===== src/rtl/shared_reg_arbiter_pkg.sv =====
// Shared definitions for the shared-register arbiter slice.
// Contents:
//   state_t  - arbiter FSM states (IDLE, GRANT, ACK), 2-bit encoding
//   onehot() - builds a one-hot vector (up to MAX_REQ bits) from an index
package shared_reg_pkg;

  localparam int MAX_REQ  = 16;
  localparam int MAX_ID_W = 4;

  typedef enum logic [1:0] {
    IDLE  = 2'd0,
    GRANT = 2'd1,
    ACK   = 2'd2
  } state_t;

  // Callers truncate the result to their own requester count; indices at or
  // beyond n produce an all-zero vector rather than a stray bit.
  function automatic logic [MAX_REQ-1:0] onehot(input logic [MAX_ID_W-1:0] id,
                                                input int n);
    logic [MAX_REQ-1:0] result;
    result = '0;
    if (int'(id) < n) result[id] = 1'b1;
    return result;
  endfunction

endpackage


===== src/rtl/shared_reg_arbiter_if.sv =====
// Bus between the requesting datapath blocks and the shared-register arbiter.
// Signals:
//   req     - per-requester write request (level)
//   wdata   - packed write data, slice i = wdata[i*WIDTH +: WIDTH]
//   clr     - synchronous clear pulse
//   gnt     - one-hot registered grant
//   ack     - one-hot registered completion pulse
//   q       - shared register contents
//   q_valid - q holds requester data since last reset/clear
//   owner   - index of the last requester that wrote q
//   busy    - arbiter is mid-transaction
// Modports: master = requester side, slave = arbiter side.
interface shared_reg_arbiter_if #(
  parameter int NUM_REQ = 4,
  parameter int WIDTH   = 8
);
  localparam int ID_W = $clog2(NUM_REQ);

  logic [NUM_REQ-1:0]       req;
  logic [NUM_REQ*WIDTH-1:0] wdata;
  logic                     clr;
  logic [NUM_REQ-1:0]       gnt;
  logic [NUM_REQ-1:0]       ack;
  logic [WIDTH-1:0]         q;
  logic                     q_valid;
  logic [ID_W-1:0]          owner;
  logic                     busy;

  modport master (
    output req, wdata, clr,
    input  gnt, ack, q, q_valid, owner, busy
  );

  modport slave (
    input  req, wdata, clr,
    output gnt, ack, q, q_valid, owner, busy
  );

endinterface


===== src/rtl/shared_reg_arbiter_rr_priority_pick.sv =====
// Round-robin winner selection, purely combinational.
// Ports:
//   req     - request vector
//   rr_last - index of the most recent winner (lowest priority next)
//   any     - at least one request is pending
//   win_id  - first requester found scanning rr_last+1, rr_last+2, ... mod NUM_REQ
module rr_priority_pick #(
  parameter int NUM_REQ = 4,
  localparam int ID_W   = $clog2(NUM_REQ)
) (
  input  logic [NUM_REQ-1:0] req,
  input  logic [ID_W-1:0]    rr_last,
  output logic               any,
  output logic [ID_W-1:0]    win_id
);

  logic [NUM_REQ-1:0] rotated;
  int                 first;

  // Rotate so that position 0 is the requester just after rr_last, take the
  // lowest set bit, then map that position back to a real requester index.
  // The nested compare loop keeps every bit select a constant index.
  always_comb begin
    rotated = '0;
    for (int j = 0; j < NUM_REQ; j++) begin
      for (int i = 0; i < NUM_REQ; i++) begin
        if (((int'(rr_last) + 1 + j) % NUM_REQ) == i) rotated[j] = req[i];
      end
    end

    first = 0;
    for (int j = NUM_REQ - 1; j >= 0; j--) begin
      if (rotated[j]) first = j;
    end

    any    = |rotated;
    win_id = ID_W'((int'(rr_last) + 1 + first) % NUM_REQ);
  end

endmodule


===== src/rtl/shared_reg_arbiter.sv =====
// Round-robin write arbiter in front of one shared WIDTH-bit register.
// Each write is a fixed 3-cycle transaction: IDLE (arbitrate) -> GRANT
// (register loads the winner's data) -> ACK (completion pulse, priority
// rotates). A clear pulse zeroes the register, but only while IDLE.
// Ports:
//   clock - system clock, rising edge
//   reset - asynchronous active-high reset
//   bus   - shared_reg_arbiter_if slave modport (req/wdata/clr in,
//           gnt/ack/q/q_valid/owner/busy out)
module shared_reg_arbiter
  import shared_reg_pkg::*;
#(
  parameter int NUM_REQ = 4,
  parameter int WIDTH   = 8
) (
  input logic                 clock,
  input logic                 reset,
  shared_reg_arbiter_if.slave bus
);

  localparam int ID_W = $clog2(NUM_REQ);

  state_t             state_q, state_d;
  logic [NUM_REQ-1:0] gnt_q, gnt_d;
  logic [NUM_REQ-1:0] ack_q, ack_d;
  logic [WIDTH-1:0]   q_q, q_d;
  logic               q_valid_q, q_valid_d;
  logic [ID_W-1:0]    owner_q, owner_d;
  logic [ID_W-1:0]    rr_last_q, rr_last_d;
  logic [ID_W-1:0]    win_q, win_d;
  logic               busy_q;

  logic               pick_any;
  logic [ID_W-1:0]    pick_id;

  rr_priority_pick #(.NUM_REQ(NUM_REQ)) u_pick (
    .req     (bus.req),
    .rr_last (rr_last_q),
    .any     (pick_any),
    .win_id  (pick_id)
  );

  // rr_last starts at the top index so requester 0 wins the first arbitration.
  always_ff @(posedge clock or posedge reset) begin
    if (reset) begin
      state_q   <= IDLE;
      gnt_q     <= '0;
      ack_q     <= '0;
      q_q       <= '0;
      q_valid_q <= 1'b0;
      owner_q   <= '0;
      rr_last_q <= ID_W'(NUM_REQ - 1);
      win_q     <= '0;
      busy_q    <= 1'b0;
    end else begin
      state_q   <= state_d;
      gnt_q     <= gnt_d;
      ack_q     <= ack_d;
      q_q       <= q_d;
      q_valid_q <= q_valid_d;
      owner_q   <= owner_d;
      rr_last_q <= rr_last_d;
      win_q     <= win_d;
      busy_q    <= (state_d != IDLE);
    end
  end

  // gnt and ack default to zero so each is a single-cycle pulse. Clear takes
  // precedence over arbitration in IDLE, and req/clr changes during
  // GRANT/ACK never disturb a transaction already in flight.
  always_comb begin
    state_d   = state_q;
    gnt_d     = '0;
    ack_d     = '0;
    q_d       = q_q;
    q_valid_d = q_valid_q;
    owner_d   = owner_q;
    rr_last_d = rr_last_q;
    win_d     = win_q;

    case (state_q)
      IDLE: begin
        if (bus.clr) begin
          q_d       = '0;
          q_valid_d = 1'b0;
        end else if (pick_any) begin
          win_d   = pick_id;
          gnt_d   = NUM_REQ'(onehot(MAX_ID_W'(pick_id), NUM_REQ));
          state_d = GRANT;
        end
      end

      GRANT: begin
        for (int i = 0; i < NUM_REQ; i++) begin
          if (win_q == ID_W'(i)) q_d = bus.wdata[i*WIDTH +: WIDTH];
        end
        q_valid_d = 1'b1;
        owner_d   = win_q;
        ack_d     = NUM_REQ'(onehot(MAX_ID_W'(win_q), NUM_REQ));
        state_d   = ACK;
      end

      ACK: begin
        rr_last_d = win_q;
        state_d   = IDLE;
      end

      default: begin
        state_d = IDLE;
      end
    endcase
  end

  assign bus.gnt     = gnt_q;
  assign bus.ack     = ack_q;
  assign bus.q       = q_q;
  assign bus.q_valid = q_valid_q;
  assign bus.owner   = owner_q;
  assign bus.busy    = busy_q;

endmodule

===== src/flat_wrapper.sv =====
// flat-port wrapper written by rule: the top's interface ports become plain ports
module shared_reg_arbiter_flat import shared_reg_pkg::*;
#(
  parameter int NUM_REQ = 4,
  parameter int WIDTH   = 8
)
  (clock, reset, bus_req, bus_wdata, bus_clr, bus_gnt, bus_ack, bus_q, bus_q_valid, bus_owner, bus_busy);
  shared_reg_arbiter_if #(.NUM_REQ(NUM_REQ), .WIDTH(WIDTH)) bus_i ();
  input logic clock;
  input logic reset;
  input wire logic [$bits(bus_i.req)-1:0] bus_req;
  input wire logic [$bits(bus_i.wdata)-1:0] bus_wdata;
  input wire logic [$bits(bus_i.clr)-1:0] bus_clr;
  output wire logic [$bits(bus_i.gnt)-1:0] bus_gnt;
  output wire logic [$bits(bus_i.ack)-1:0] bus_ack;
  output wire logic [$bits(bus_i.q)-1:0] bus_q;
  output wire logic [$bits(bus_i.q_valid)-1:0] bus_q_valid;
  output wire logic [$bits(bus_i.owner)-1:0] bus_owner;
  output wire logic [$bits(bus_i.busy)-1:0] bus_busy;
  assign bus_i.req = bus_req;
  assign bus_i.wdata = bus_wdata;
  assign bus_i.clr = bus_clr;
  assign bus_gnt = bus_i.gnt;
  assign bus_ack = bus_i.ack;
  assign bus_q = bus_i.q;
  assign bus_q_valid = bus_i.q_valid;
  assign bus_owner = bus_i.owner;
  assign bus_busy = bus_i.busy;
  shared_reg_arbiter #(.NUM_REQ(NUM_REQ), .WIDTH(WIDTH)) u_core (.clock(clock), .reset(reset), .bus(bus_i));
endmodule

===== config.mk =====
export PLATFORM = sky130hd
export DESIGN_NAME = shared_reg_arbiter_flat
export DESIGN_NICKNAME = d
export VERILOG_FILES = /design/src/rtl/shared_reg_arbiter_pkg.sv /design/src/rtl/shared_reg_arbiter_if.sv /design/src/rtl/shared_reg_arbiter_rr_priority_pick.sv /design/src/rtl/shared_reg_arbiter.sv /design/src/flat_wrapper.sv
export SDC_FILE = /design/constraint.sdc
export NUM_CORES = 1
export LEC_CHECK = 0
export ABC_AREA = 1
export ABC_CLOCK_PERIOD_IN_PS = 2300
export CORE_ASPECT_RATIO = 0.6
export CORE_UTILIZATION = 40
export DETAILED_ROUTE_END_ITERATION = 10
export MAX_ROUTING_LAYER = met4
export PLACE_DENSITY = 0.87
export SLEW_MARGIN = 5
export SYNTH_ARGS = -nofsm -noshare
export SYNTH_HDL_FRONTEND = slang
export SYNTH_HIERARCHICAL = 1
export SYNTH_SLANG_ARGS = --single-unit

===== constraint.sdc =====
create_clock -name clock -period 2.3 [get_ports clock]
set_input_delay 0.345 -clock clock [delete_from_list [all_inputs] [get_ports clock]]
set_output_delay 0.345 -clock clock [all_outputs]
set_load 0.01 [all_outputs]

---- After elaboration in Yosys (flattened, before gate mapping) ----
Cells that the tools add are included.
W data, S select, Z words.
word-level totals
  bits of input ports ..................... 39
  latch bits .............................. 0
  bits in writable memories ............... 0
  memories kept ........................... 0
  ROM bits ................................ 0
  logic and storage cells ................. 99
  output and inout bits ................... 20
  flip-flop bits (word level) ............. 26
cells by class
  multiplexer cells ....................... 39
  add/sub/neg operators ................... 5
  $mul .................................... 0
  order comparisons ....................... 4
  equality and inequality tests ........... 19
  shifts and indexed selects .............. 0
  reduce and logical (&&, ||, !) cells .... 18
  bitwise operators ....................... 5
  div/mod/pow operators ................... 0
operators with widths
  kind                   number
  $logic_not A32 Y1      4
  $mux W8                5
  $eq A3 B3 Y1 const B   8
  $mux W1                19
  $mux W4                4
  $pmux W8 S2            1
  $eq A3 B2 Y1 const B   4
  $mux W2                6
  $lt A2 B5 Y1 const B   2
  $reduce_or A2 Y1       4
  $eq A2 B2 Y1 const B   3
  $reduce_and A3 Y1      2
  $ne A5 B1 Y1 const B   1
  $add A2 B1 Y2 const B  2
  $add A2 B2 Y2 const B  2
  $and A1 B1 Y1 const A  4
  $demux W1 S2           2
  $eq A2 B1 Y1 const B   2
  $ge A2 B1 Y1 const B   2
  $logic_not A2 Y1       2
  $pmux W2 S2            1
  $reduce_bool A2 Y1     2
  $reduce_or A4 Y1       1
  $add A2 B2 Y2          1
  5 further kinds        6

---- Depth between registers and ports, before layout ----
Gate-level depths: netlist of run 1.
  depth after elaboration ................. 21
  mapped depth ............................ 15
  depth with buffers taken out ............ 15

---- Cells and area by module ----
Netlist of run 1, hierarchy kept.
by module, submodules not included
  module              instances  cells an instance  seq. area each (µm²)  area each (µm²)
  shared_reg_arbiter  1          152                653.1                 1,258.7
  rr_priority_pick    1          55                 0.0                   340.3

---- Least setup slack after synthesis of run 1 ----
No wires, ideal clock.
  kind .................................... flip-flop to flip-flop
  from .................................... register u_core.rr_last_q[0]
  to ...................................... register u_core.win_q[1]
  period minus slack after synthesis ...... 2.256 ns
  data required time ...................... 2.176 ns
  setup slack ............................. 0.044 ns
  buffers on the path ..................... 0
  stages on the path, launching flop included .. 15
  setup time .............................. 0.124 ns
  arrival time ............................ 2.132 ns
  cell sequence ........................... dfstp_2 -> inv_1 -> ha_1 -> a21oi_1 -> nand2_1 -> a21oi_2 -> a21oi_1 -> nor2_1 -> ha_1 -> xor2_4 -> inv_1 -> nand3_1 -> nand2_1 -> nand2_1 -> o21ai_1
between the ends
  cells in the longest elaborated chain, start to end .. 14
  elaborated cells on any way between the ends .. 51
  classes of those cells .................. add/sub (5); eq/ne (12); mux (20); bitwise (4); reduce/logical (10)
ends and longest elaborated chain
  what                               line                                                                                  source
  start: declaration                 shared_reg_arbiter.sv:29                                                              logic [ID_W-1:0] rr_last_q, rr_last_d;
  start signal: assignment           shared_reg_arbiter.sv:52                                                              rr_last_q <= ID_W'(NUM_REQ - 1);
  start signal: assignment           shared_reg_arbiter.sv:62                                                              rr_last_q <= rr_last_d;
  $add A2 B1 Y2 *                    shared_reg_arbiter_rr_priority_pick.sv:27, shared_reg_arbiter_rr_priority_pick.sv:37
  $add A2 B2 Y2                      shared_reg_arbiter_rr_priority_pick.sv:27                                             if (((int'(rr_last) + 1 + j) % NUM_REQ) == i) rotated[j] = req[i];
  $reduce_or A2 Y1 (no source line)  n/a
  $and A1 B1 Y1 (no source line)     n/a
  $logic_not A32 Y1                  shared_reg_arbiter_rr_priority_pick.sv:27
  $mux W1 (4 in series)              shared_reg_arbiter_rr_priority_pick.sv:27
  $mux W2 (4 in series)              shared_reg_arbiter_rr_priority_pick.sv:33                                             if (rotated[j]) first = j;
  $add A2 B2 Y2 *                    shared_reg_arbiter_rr_priority_pick.sv:37                                             win_id = ID_W'((int'(rr_last) + 1 + first) % NUM_REQ);
  via u_core.pick_id[1]              shared_reg_arbiter.sv:34                                                              logic [ID_W-1:0] pick_id;
  end signal: assignment             shared_reg_arbiter.sv:63                                                              win_q <= win_d;
  end: declaration                   shared_reg_arbiter.sv:30                                                              logic [ID_W-1:0] win_q, win_d;
Mark *: on every way through the listed nets, which the timed path passes. The rest lies on a longest branch.
A chain may end at the register's enable or synchronous reset.

---- Final worst setup path of run 1 ----
  from .................................... register u_core.rr_last_q[0]
  to ...................................... register u_core.gnt_q[0] (netlist: u_core/bus.gnt[0])
between the ends
  cells in the longest elaborated chain, start to end .. 21
  elaborated cells on any way between the ends .. 58
  classes of those cells .................. add/sub (5); order compare (2); eq/ne (12); mux (25); bitwise (4); reduce/logical (10)
ends and longest elaborated chain
  what                                                                       line                                                                                  source
  $add A2 B1 Y2 *                                                            shared_reg_arbiter_rr_priority_pick.sv:27, shared_reg_arbiter_rr_priority_pick.sv:37
  $add A2 B2 Y2                                                              shared_reg_arbiter_rr_priority_pick.sv:27
  $reduce_or A2 Y1 (no source line)                                          n/a
  $and A1 B1 Y1 (no source line)                                             n/a
  $logic_not A32 Y1                                                          shared_reg_arbiter_rr_priority_pick.sv:27
  $mux W1 (4 in series)                                                      shared_reg_arbiter_rr_priority_pick.sv:27
  $mux W2 (4 in series)                                                      shared_reg_arbiter_rr_priority_pick.sv:33
  $add A2 B2 Y2 *                                                            shared_reg_arbiter_rr_priority_pick.sv:37
  via u_core.pick_id[1]                                                      shared_reg_arbiter.sv:34
  $lt A2 B5 Y1 (implied by the code) / $ge A2 B1 Y1 (equally long branches)  shared_reg_arbiter_pkg.sv:22                                                          if (int'(id) < n) result[id] = 1'b1;
  $logic_and A1 B1 Y1 (implied by the code)                                  shared_reg_arbiter_pkg.sv:22
  $mux W1 (implied by the code)                                              shared_reg_arbiter_pkg.sv:22
  $demux W1 S2 *                                                             n/a
  $mux W4 *                                                                  shared_reg_arbiter.sv:86                                                              end else if (pick_any) begin
  $mux W4 *                                                                  shared_reg_arbiter.sv:83                                                              if (bus.clr) begin
  $mux W4 *                                                                  shared_reg_arbiter.sv:81                                                              case (state_q)
  via u_core.gnt_d[0]                                                        shared_reg_arbiter.sv:24                                                              logic [NUM_REQ-1:0] gnt_q, gnt_d;
  end signal: assignment                                                     shared_reg_arbiter.sv:57                                                              gnt_q <= gnt_d;
  end: declaration                                                           shared_reg_arbiter.sv:24
Marked as above.

==> results of run 1 <==
-- stage by stage --
stage          hold WS [ns]  utilization [%]  std cells  power (uW)  instance area (um^2)
6_report              0.425             64.3        320        3160                  2410
3_3_place_gp          0.465             59.6        313        2440                  2230
5_1_grt               0.478             64.3        320        3410                  2410
4_1_cts               0.434             62.4        318        2920                  2330
3_5_place_dp          0.472             59.6        313        2490                  2230
2_1_floorplan         0.384                -        207        1940                  1600
-- critical path, cell delays in order (launching register included) --
cell and delay [ns]:
sky130_fd_sc_hd__dfstp_2 0.57, sky130_fd_sc_hd__clkinvlp_4 0.18, sky130_fd_sc_hd__ha_4 0.23, sky130_fd_sc_hd__a21oi_2 0.11
sky130_fd_sc_hd__nand2_1 0.07, sky130_fd_sc_hd__a21oi_2 0.20, sky130_fd_sc_hd__a21oi_2 0.10, sky130_fd_sc_hd__nor2_1 0.14
sky130_fd_sc_hd__ha_2 0.23, sky130_fd_sc_hd__xor2_4 0.17, sky130_fd_sc_hd__inv_2 0.05, sky130_fd_sc_hd__nand3_2 0.07
sky130_fd_sc_hd__nand2_4 0.07, sky130_fd_sc_hd__nor3_2 0.18
-- placed cells by master, fill, tap and decap left out --
cell                              netlist  routed
sky130_fd_sc_hd__nor2_1                14      14
sky130_fd_sc_hd__nand3b_1               3       3
sky130_fd_sc_hd__nand3_1               16      15
sky130_fd_sc_hd__a21oi_2                2       5
sky130_fd_sc_hd__nor2_4                 2       2
sky130_fd_sc_hd__ha_4                   0       2
sky130_fd_sc_hd__a21oi_1                8       5
sky130_fd_sc_hd__clkdlybuf4s50_1        0      58
sky130_fd_sc_hd__dfrtp_1               24      24
sky130_fd_sc_hd__dfstp_2                2       2
sky130_fd_sc_hd__nand2_2                2       3
sky130_fd_sc_hd__inv_2                  7       9
sky130_fd_sc_hd__ha_1                   8       4
sky130_fd_sc_hd__clkinvlp_4             0       1
sky130_fd_sc_hd__nand2_4                1       3
sky130_fd_sc_hd__xor2_4                 1       1
sky130_fd_sc_hd__nor3_2                 0       2
sky130_fd_sc_hd__o21ai_0                2       2
sky130_fd_sc_hd__ha_2                   0       2
sky130_fd_sc_hd__buf_4                  1       9
sky130_fd_sc_hd__o21ai_1               14      13
sky130_fd_sc_hd__nand2_1               68      65
sky130_fd_sc_hd__bufinv_16              0       1
sky130_fd_sc_hd__o21ai_2                1       2
sky130_fd_sc_hd__nor2_2                 3       3
sky130_fd_sc_hd__nand3_2                4       5
sky130_fd_sc_hd__clkbuf_8               0       3
sky130_fd_sc_hd__inv_1                 18      15
-- cell usage after synthesis --
master	number
sky130_fd_sc_hd__xor2_4	1
sky130_fd_sc_hd__buf_6	4
sky130_fd_sc_hd__nand2_1	68
sky130_fd_sc_hd__a21oi_2	2
sky130_fd_sc_hd__buf_4	1
sky130_fd_sc_hd__nand3_1	16
sky130_fd_sc_hd__nor2_2	3
sky130_fd_sc_hd__o21ai_2	1
sky130_fd_sc_hd__nor2_1	14
sky130_fd_sc_hd__dfstp_2	2
sky130_fd_sc_hd__nand3b_1	3
sky130_fd_sc_hd__o21ai_0	2
sky130_fd_sc_hd__inv_1	18
sky130_fd_sc_hd__nand3_2	4
sky130_fd_sc_hd__nand2_4	1
sky130_fd_sc_hd__nor2_4	2
sky130_fd_sc_hd__ha_1	8
sky130_fd_sc_hd__a21oi_1	8
sky130_fd_sc_hd__nand2_2	2
sky130_fd_sc_hd__inv_2	7
sky130_fd_sc_hd__nor3_1	2
sky130_fd_sc_hd__o21ai_1	14
sky130_fd_sc_hd__dfrtp_1	24
-- cell type report --
type                    instances  area, um^2  area share [%]
multi-input cells             151         877            36.5
flip-flops and latches         26         653            27.1
repair buffers                 67         648            26.9
inverters                      25        97.6            4.06
well taps                      47        58.8            2.44
clock buffers                   3        41.3            1.72
clock inverters                 1        30.0            1.25
-- worst paths after layout --
| kind | start | to | slack (ns) | depth (start not counted) |
|---|---|---|---|---|
| worst max-delay path | u_core/rr_last_q[0]$_DFFE_PP1N_ | u_core/bus.gnt[0]$_DFF_PP0_ | -0.14 | 13 |
| worst min-delay path | reset | u_core/bus.ack[1]$_DFF_PP0_ | 0.43 | 3 |
| worst max register to register | u_core/rr_last_q[0]$_DFFE_PP1N_ | u_core/bus.gnt[0]$_DFF_PP0_ | -0.14 | 13 |
| worst min register to register | u_core/bus.q[0]$_DFFE_PP0P_ | u_core/bus.q[0]$_DFFE_PP0P_ | 0.49 | 2 |
| max in group asynchronous | reset | u_core/rr_last_q[1]$_DFFE_PP1N_ | 1.58 | 3 |
| min in group clock | u_core/bus.q[0]$_DFFE_PP0P_ | u_core/bus.q[0]$_DFFE_PP0P_ | 0.49 | 2 |
-- flip-flops by register name (all words and copies together) (netlist names) --
register	cells
u_core/bus.owner	2
u_core/bus.q_valid	1
u_core/bus.busy	1
u_core/bus.ack	4
u_core/bus.q	8
u_core/rr_last_q	2
u_core/bus.gnt	4
u_core/win_q	2
u_core/state_q	2
-- kinds of logic after synthesis --
group,after synthesis,synth area share [%]
AO/OA/AOI/OAI,27,9.16
XOR/XNOR,1,1.72
adder cells (fa/ha/maj),8,6.26
AND/OR/NAND/NOR,115,32.9
buffers and inverters,30,9.15
flip-flops,26,40.8
-- what timing repair did --
item / 4_1_cts / 5_1_grt
resized for setup: 6 / 15
setup endpoints to repair: 5 / 6
pin swaps: 0 / 12
setup buffers: 1 / 2
-- metal layers --
layer	wire length [um]	vias up	global-route usage, %
li1	-	782	-
met1	1880	708	25.4
met4	10	0	2.54
met3	333	2	5.01
met5	0	-	-
met2	1810	66	32.4
-- power by group through the flow --
stage / clock, uW / combinational (uW) / sequential [uW]
5_1_grt: 398 / 2160 / 848
4_1_cts: 383 / 1720 / 817
6_report: 374 / 1970 / 822
3_5_place_dp: 0 / 1670 / 823
2_1_floorplan: 0 / 1130 / 809
3_3_place_gp: 0 / 1620 / 817
==> flow_summary.html, run 1 <==
<table>
<tr><th>Metric</th><th>Value</th></tr>
<tr><th colspan="2">Power and ir drop</th></tr>
<tr><td>Cell internal pwr</td><td>1730 uW</td></tr>
<tr><td>Total power per unit cell area</td><td>1320 nW/um^2</td></tr>
<tr><td>Worst vdd rail ir drop</td><td>0.664 mV</td></tr>
<tr><td>Share of power burned in combinational logic</td><td>62.2%</td></tr>
<tr><td>Total leakage power</td><td>0.00118 uW</td></tr>
<tr><td>Clock power frac</td><td>11.8%</td></tr>
<tr><td>Share of power burned in registers</td><td>26.0%</td></tr>
<tr><td>Net load switching power</td><td>1430 uW</td></tr>
<tr><td>Net switching fraction of the power</td><td>45.3%</td></tr>
<tr><th colspan="2">Route</th></tr>
<tr><td>Post-DRT Antenna Nets</td><td>0</td></tr>
<tr><td>Vias after detailed routing</td><td>1558</td></tr>
<tr><td>Wirelength per Cell</td><td>12.6 um</td></tr>
<tr><td>Number of remaining DRC errors</td><td>0</td></tr>
<tr><td>Routed wire length</td><td>4030 um</td></tr>
<tr><td>Total iterations of the first detailed-routing run</td><td>4</td></tr>
<tr><td>Average vias per placed instance</td><td>4.87</td></tr>
<tr><td>Violation count after the first detailed-route iteration</td><td>71</td></tr>
<tr><th colspan="2">Clock network</th></tr>
<tr><td>Clock Sinks</td><td>26</td></tr>
<tr><td>Clock Latency Late Sink</td><td>0.27 ns</td></tr>
<tr><td>Clock slew at reported path FFs</td><td>0.09 ns</td></tr>
<tr><td>Maximum level of the CTS H-tree</td><td>1</td></tr>
<tr><td>Root buffer selected by CTS</td><td>sky130_fd_sc_hd__clkbuf_8</td></tr>
<tr><td>Count of hold buffers inserted by post-cts repair</td><td>0</td></tr>
<tr><td>CTS buffer count</td><td>3</td></tr>
<tr><td>Clock tree from TritonCTS</td><td>yes</td></tr>
<tr><td>Number of buffers on the longest clock path</td><td>2</td></tr>
<tr><th colspan="2">Floorplanning</th></tr>
<tr><td>IO Pins</td><td>59</td></tr>
<tr><td>Die Area</td><td>4260 um^2</td></tr>
<tr><td>Floorplan die height</td><td>51.0 um</td></tr>
<tr><td>Floorplan core area</td><td>3740 um^2</td></tr>
<tr><td>Initial cell density of the core</td><td>42.7%</td></tr>
<tr><td>X dimension of the die</td><td>83.6 um</td></tr>
<tr><td>Std-Cell Rows</td><td>17</td></tr>
<tr><th colspan="2">Worst setup path</th></tr>
<tr><td>Required time worst endpoint</td><td>2.49 ns</td></tr>
<tr><td>Startpoint types</td><td>flip-flop</td></tr>
<tr><td>Crit path kind</td><td>flip-flop to flip-flop</td></tr>
<tr><td>Maximum fanout along the worst path</td><td>5</td></tr>
<tr><td>Data arrival at the endpoint of the critical path</td><td>2.63 ns</td></tr>
<tr><td>Setup crit end kind</td><td>flip-flop</td></tr>
<tr><th colspan="2">Timing</th></tr>
<tr><td>Share of the clock period used by the worst path after layout</td><td>106%</td></tr>
<tr><td>Slew HR</td><td>55.8%</td></tr>
<tr><td>Final setup violation count</td><td>5</td></tr>
<tr><td>Number of hold-slack violations in the final timing report</td><td>0</td></tr>
<tr><td>Worst-margin pin slew</td><td>0.663 ns</td></tr>
<tr><td>Clk_skew</td><td>0.00148 ns</td></tr>
<tr><td>Clock period minus final worst setup slack</td><td>2.44 ns</td></tr>
<tr><td>Slack of the critical path</td><td>-0.141 ns</td></tr>
<tr><td>Final total negative setup slack</td><td>-0.538 ns</td></tr>
<tr><td>RSZ-0062 raised after global routing</td><td>yes</td></tr>
<tr><td>Max Slew Vio Count</td><td>0</td></tr>
<tr><td>Maximum clock frequency</td><td>410 MHz</td></tr>
<tr><th colspan="2">Synth</th></tr>
<tr><td>Synthesized net count</td><td>254</td></tr>
<tr><td>Cell taking the most area after synthesis</td><td>sky130_fd_sc_hd__dfrtp_1</td></tr>
<tr><td>Number of register bits inferred by synthesis</td><td>26</td></tr>
<tr><td>Cell area after technology mapping</td><td>1600 um^2</td></tr>
<tr><td>Number of different library cells in the post-synthesis netlist</td><td>23</td></tr>
<tr><td>Cell count after synthesis</td><td>207</td></tr>
<tr><td>Register area share after synthesis</td><td>40.8%</td></tr>
<tr><td>Top-area cell type share of the netlist area</td><td>37.6%</td></tr>
<tr><td>Biggest area contributors in the synthesized netlist</td><td>sky130_fd_sc_hd__dfrtp_1, sky130_fd_sc_hd__nand2_1, sky130_fd_sc_hd__ha_1</td></tr>
<tr><td>Avg Inst Size Synth</td><td>7.72 um^2</td></tr>
<tr><td>Yosys synthesis warning count</td><td>6</td></tr>
<tr><th colspan="2">Placement</th></tr>
<tr><td>Worst setup timing slack at the placement stage</td><td>-0.0884 ns</td></tr>
<tr><td>Gpl congestion</td><td>0.879</td></tr>
<tr><td>Count of port buffers added during placement</td><td>58</td></tr>
<tr><td>Half-perimeter wire length after detailed placement</td><td>2960 um</td></tr>
<tr><th colspan="2">Global route</th></tr>
<tr><td>Via count of the first global-routing pass</td><td>1413</td></tr>
<tr><td>Initial antenna violation count</td><td>0</td></tr>
<tr><td>Global-route wire length before repair</td><td>6380 um</td></tr>
<tr><td>Maximum number of pins on one net before global-route repair</td><td>27</td></tr>
<tr><td>Global route overflow</td><td>0</td></tr>
<tr><td>Global-route total usage across every layer</td><td>19.6%</td></tr>
<tr><th colspan="2">Layout</th></tr>
<tr><td>Net count of the finished layout</td><td>321</td></tr>
<tr><td>Antenna diode count</td><td>0</td></tr>
<tr><td>Area growth, synth to finish</td><td>50.5%</td></tr>
<tr><td>Layout fillers</td><td>307</td></tr>
<tr><td>Fraction of layout cells with a size suffix above 1</td><td>20.1%</td></tr>
<tr><th colspan="2">Outcome</th></tr>
<tr><td>Result of the run</td><td>finished with violations</td></tr>
<tr><td>Failing checks</td><td>negative setup slack</td></tr>
<tr><th colspan="2">Run</th></tr>
<tr><td>Max Cap Violations</td><td>0</td></tr>
<tr><th colspan="2">Worst hold path</th></tr>
<tr><td>Worst min-delay path class</td><td>primary input to asynchronous set/reset pin</td></tr>
</table>
(Power assumes the default switching activity.)
==> inputs of run 2 (changes only) <==
CORE_MARGIN = 1   (was not set)
==> results of run 2 <==
The final DEF is identical to that of run 1; final timing and power are the same.
==> edit (settings of run 2) <==
Take the reset off `q_q` and load it in a clocked block of its own.
--- a/src/rtl/shared_reg_arbiter.sv
+++ b/src/rtl/shared_reg_arbiter.sv
@@ -46,7 +46,6 @@
       state_q   <= IDLE;
       gnt_q     <= '0;
       ack_q     <= '0;
-      q_q       <= '0;
       q_valid_q <= 1'b0;
       owner_q   <= '0;
       rr_last_q <= ID_W'(NUM_REQ - 1);
@@ -56,13 +55,16 @@
       state_q   <= state_d;
       gnt_q     <= gnt_d;
       ack_q     <= ack_d;
-      q_q       <= q_d;
       q_valid_q <= q_valid_d;
       owner_q   <= owner_d;
       rr_last_q <= rr_last_d;
       win_q     <= win_d;
       busy_q    <= (state_d != IDLE);
     end
+  end
+
+  always_ff @(posedge clock) begin
+    q_q <= q_d;
   end
 
   // gnt and ack default to zero so each is a single-cycle pulse. Clear takes
Check against the original RTL: not settled (the Yosys comparison gave no result); the edit may change what the design does.
==> edit against run 2 <==
The flow still finishes with violations (setup timing); final area down 0.73%; area after synthesis down 6.5%; wire length up 25%; die area down 6.3%; sequential power up 4.9%; total power up 6.0%; sequential cell count unchanged; worst setup slack better by 0.044 ns; largest cell class unchanged.
==> edit: results (changes against run 2) <==
status: "finished with violations"
violations: "setup timing"
route.met2.wl_um: 2310  # +28%
portBuffers: 58  # unchanged
dr_total_vias: 1617  # +3.8%
drt-total-wl_um: 5060  # +25%
fillCellCount: 255  # -17%
nNonClkInverters: 25  # unchanged
yosys-top-cells-area: "dfrtp_1 27%, edfxtp_1 16%, nand2_1 11%, nor2_1 7.5%, ha_1 6.7%"
drtIter0Drc: 199  # +180%
nets: 306  # -4.7%
post-place-cells: 297  # -5.1%
gp_congestion: 0.907  # +3.2%
dpl_cell_area_um2: 2180  # -2.4%
synthesis.nets: 235  # -7.5%
async_flop_share_pct: 69.2  # -31 points
synth.avg_cell_area_um2: 7.95  # +3.0%
grt.met3_usage_pct: 4.49  # -0.52 points
cts.repair.resized: 13  # +7
synth-seq-cells: 26  # unchanged
preCtsSetupSlack_ns: -0.106  # -0.0180 ns
fin_util_pct: 70.2  # +5.9 points
first_global_vias: 1465  # +3.7%
grt_pass1_wl_um: 7100  # +11%
multi_input_area_um2: 838  # -4.4%
vdd_drop_max_mv: 0.686  # +3.4%
synthTopCellsByCount: "44 x nand2_1, 30 x nor2_1, 22 x inv_1"
largest_register_ffs: 8  # unchanged
grt.overflow.total: 0  # unchanged
drive_gt1_share_pct: 20.5  # +0.40 points
yosys.cell_types.count: 21  # -8.7%
postCtsSetupBuffers: 0  # -1
seqCellArea_um2: 693  # +6.1%
vias_per_cell: 5.34  # +9.6%
use_met2_pct: 38.2  # +5.9 points
clkCellAreaFrac_pct: 1.89  # -1.1 points
tns_ns: -0.232  # +0.305 ns
dp_hpwl_um: 3190  # +8.0%
m1WireLength_um: 2120  # +13%
skew_ns: 0.00552  # +0.00404 ns
cts-root-buf: "clkbuf_8"
n_all_buffers: 68  # +1.5%
multi_input_cells: 135  # -11%
cellLeakagePower_nw: 1.08  # -8.1%
worst-path-max-fanout: 4  # -1
synth_edf_count: 8  # +8
critPathArrivalTime_ns: 2.60  # -0.03 ns
firstDrtPassIters: 5  # +1
top_layer_used: "met4"
seq_area_frac_synth_pct: 46.4  # +5.5 points
finalWorstSetupSlack_ns: -0.0971  # +0.0437 ns
grt_start_max_net_pins: 19  # -30%
yosys_most_used_dff: "dfrtp_1"
setup_violations: 4  # -1
wl_met3_um: 399  # +20%
slew_headroom_pct: 50.0  # -5.8 points
grt_util_all_layers_pct: 24.7  # +5.1 points
final-nonclk-buf-share_pct: 27.6  # +0.67 points
met1_usage_pct: 32.6  # +7.2 points
==> edit: cell types whose count changed in the layout (fill, tap and decap cells not counted), moves of 3 or more <==
cell / delta
nand2_1: -25
ha_4: +3
nor2_1: +13
dfrtp_1: -8
edfxtp_1: +8
inv_1: +3
o21ai_1: -9
inv_2: -3
nand3_1: -11
o21ai_0: +16
==> edit: worst max-delay path: stages (launching register included) <==
cell and delay (ns):
dfstp_2 0.55, inv_2 0.08, buf_4 0.15, ha_1 0.18, nand3b_1 0.11, nand2_2 0.08, nand2_1 0.08, nand2_1 0.08
a21oi_2 0.13, nor2_1 0.07, ha_2 0.20, xor2_4 0.16, inv_2 0.07, nand3_2 0.08, nand2_4 0.11, nand2_4 0.08
nor2_2 0.12
==> edit: path summary, 6_finish.rpt <==
kind / start / endpoint / slack, ns / cells after the start
worst max-delay path: u_core/rr_last_q[0] / u_core/bus.gnt[3] / -0.1 / 16
worst min-delay path: reset / u_core/bus.gnt[0] / 0.51 / 2
worst max register to register: u_core/rr_last_q[0] / u_core/bus.gnt[3] / -0.1 / 16
worst min register to register: u_core/bus.owner[1] / u_core/bus.owner[1] / 0.51 / 2
max in group asynchronous: reset / u_core/bus.ack[1] / 1.32 / 2
min in group clock: u_core/bus.owner[1] / u_core/bus.owner[1] / 0.51 / 2
==> edit: kinds of logic (layout without fill, tap and decap cells) <==
group,count (synthesis),in the layout,share of synthesized area [%]
DFF,26,26,46.4
xor gates and xnor gates,1,1,1.84
adders and majority gates,8,8,6.69
AOI/OAI and AO/OA,36,36,12.6
buffers and inverters,27,97,7.28
and+or+nand+nor,90,90,25.3
==> edit: power breakdown <==
group | switching (W) | total (W) | internal (W)
Sequential | 0.000156 | 0.000862 | 0.000706
Clock | 0.000142 | 0.000262 | 0.000120
Combinational | 0.00131 | 0.00223 | 0.000920
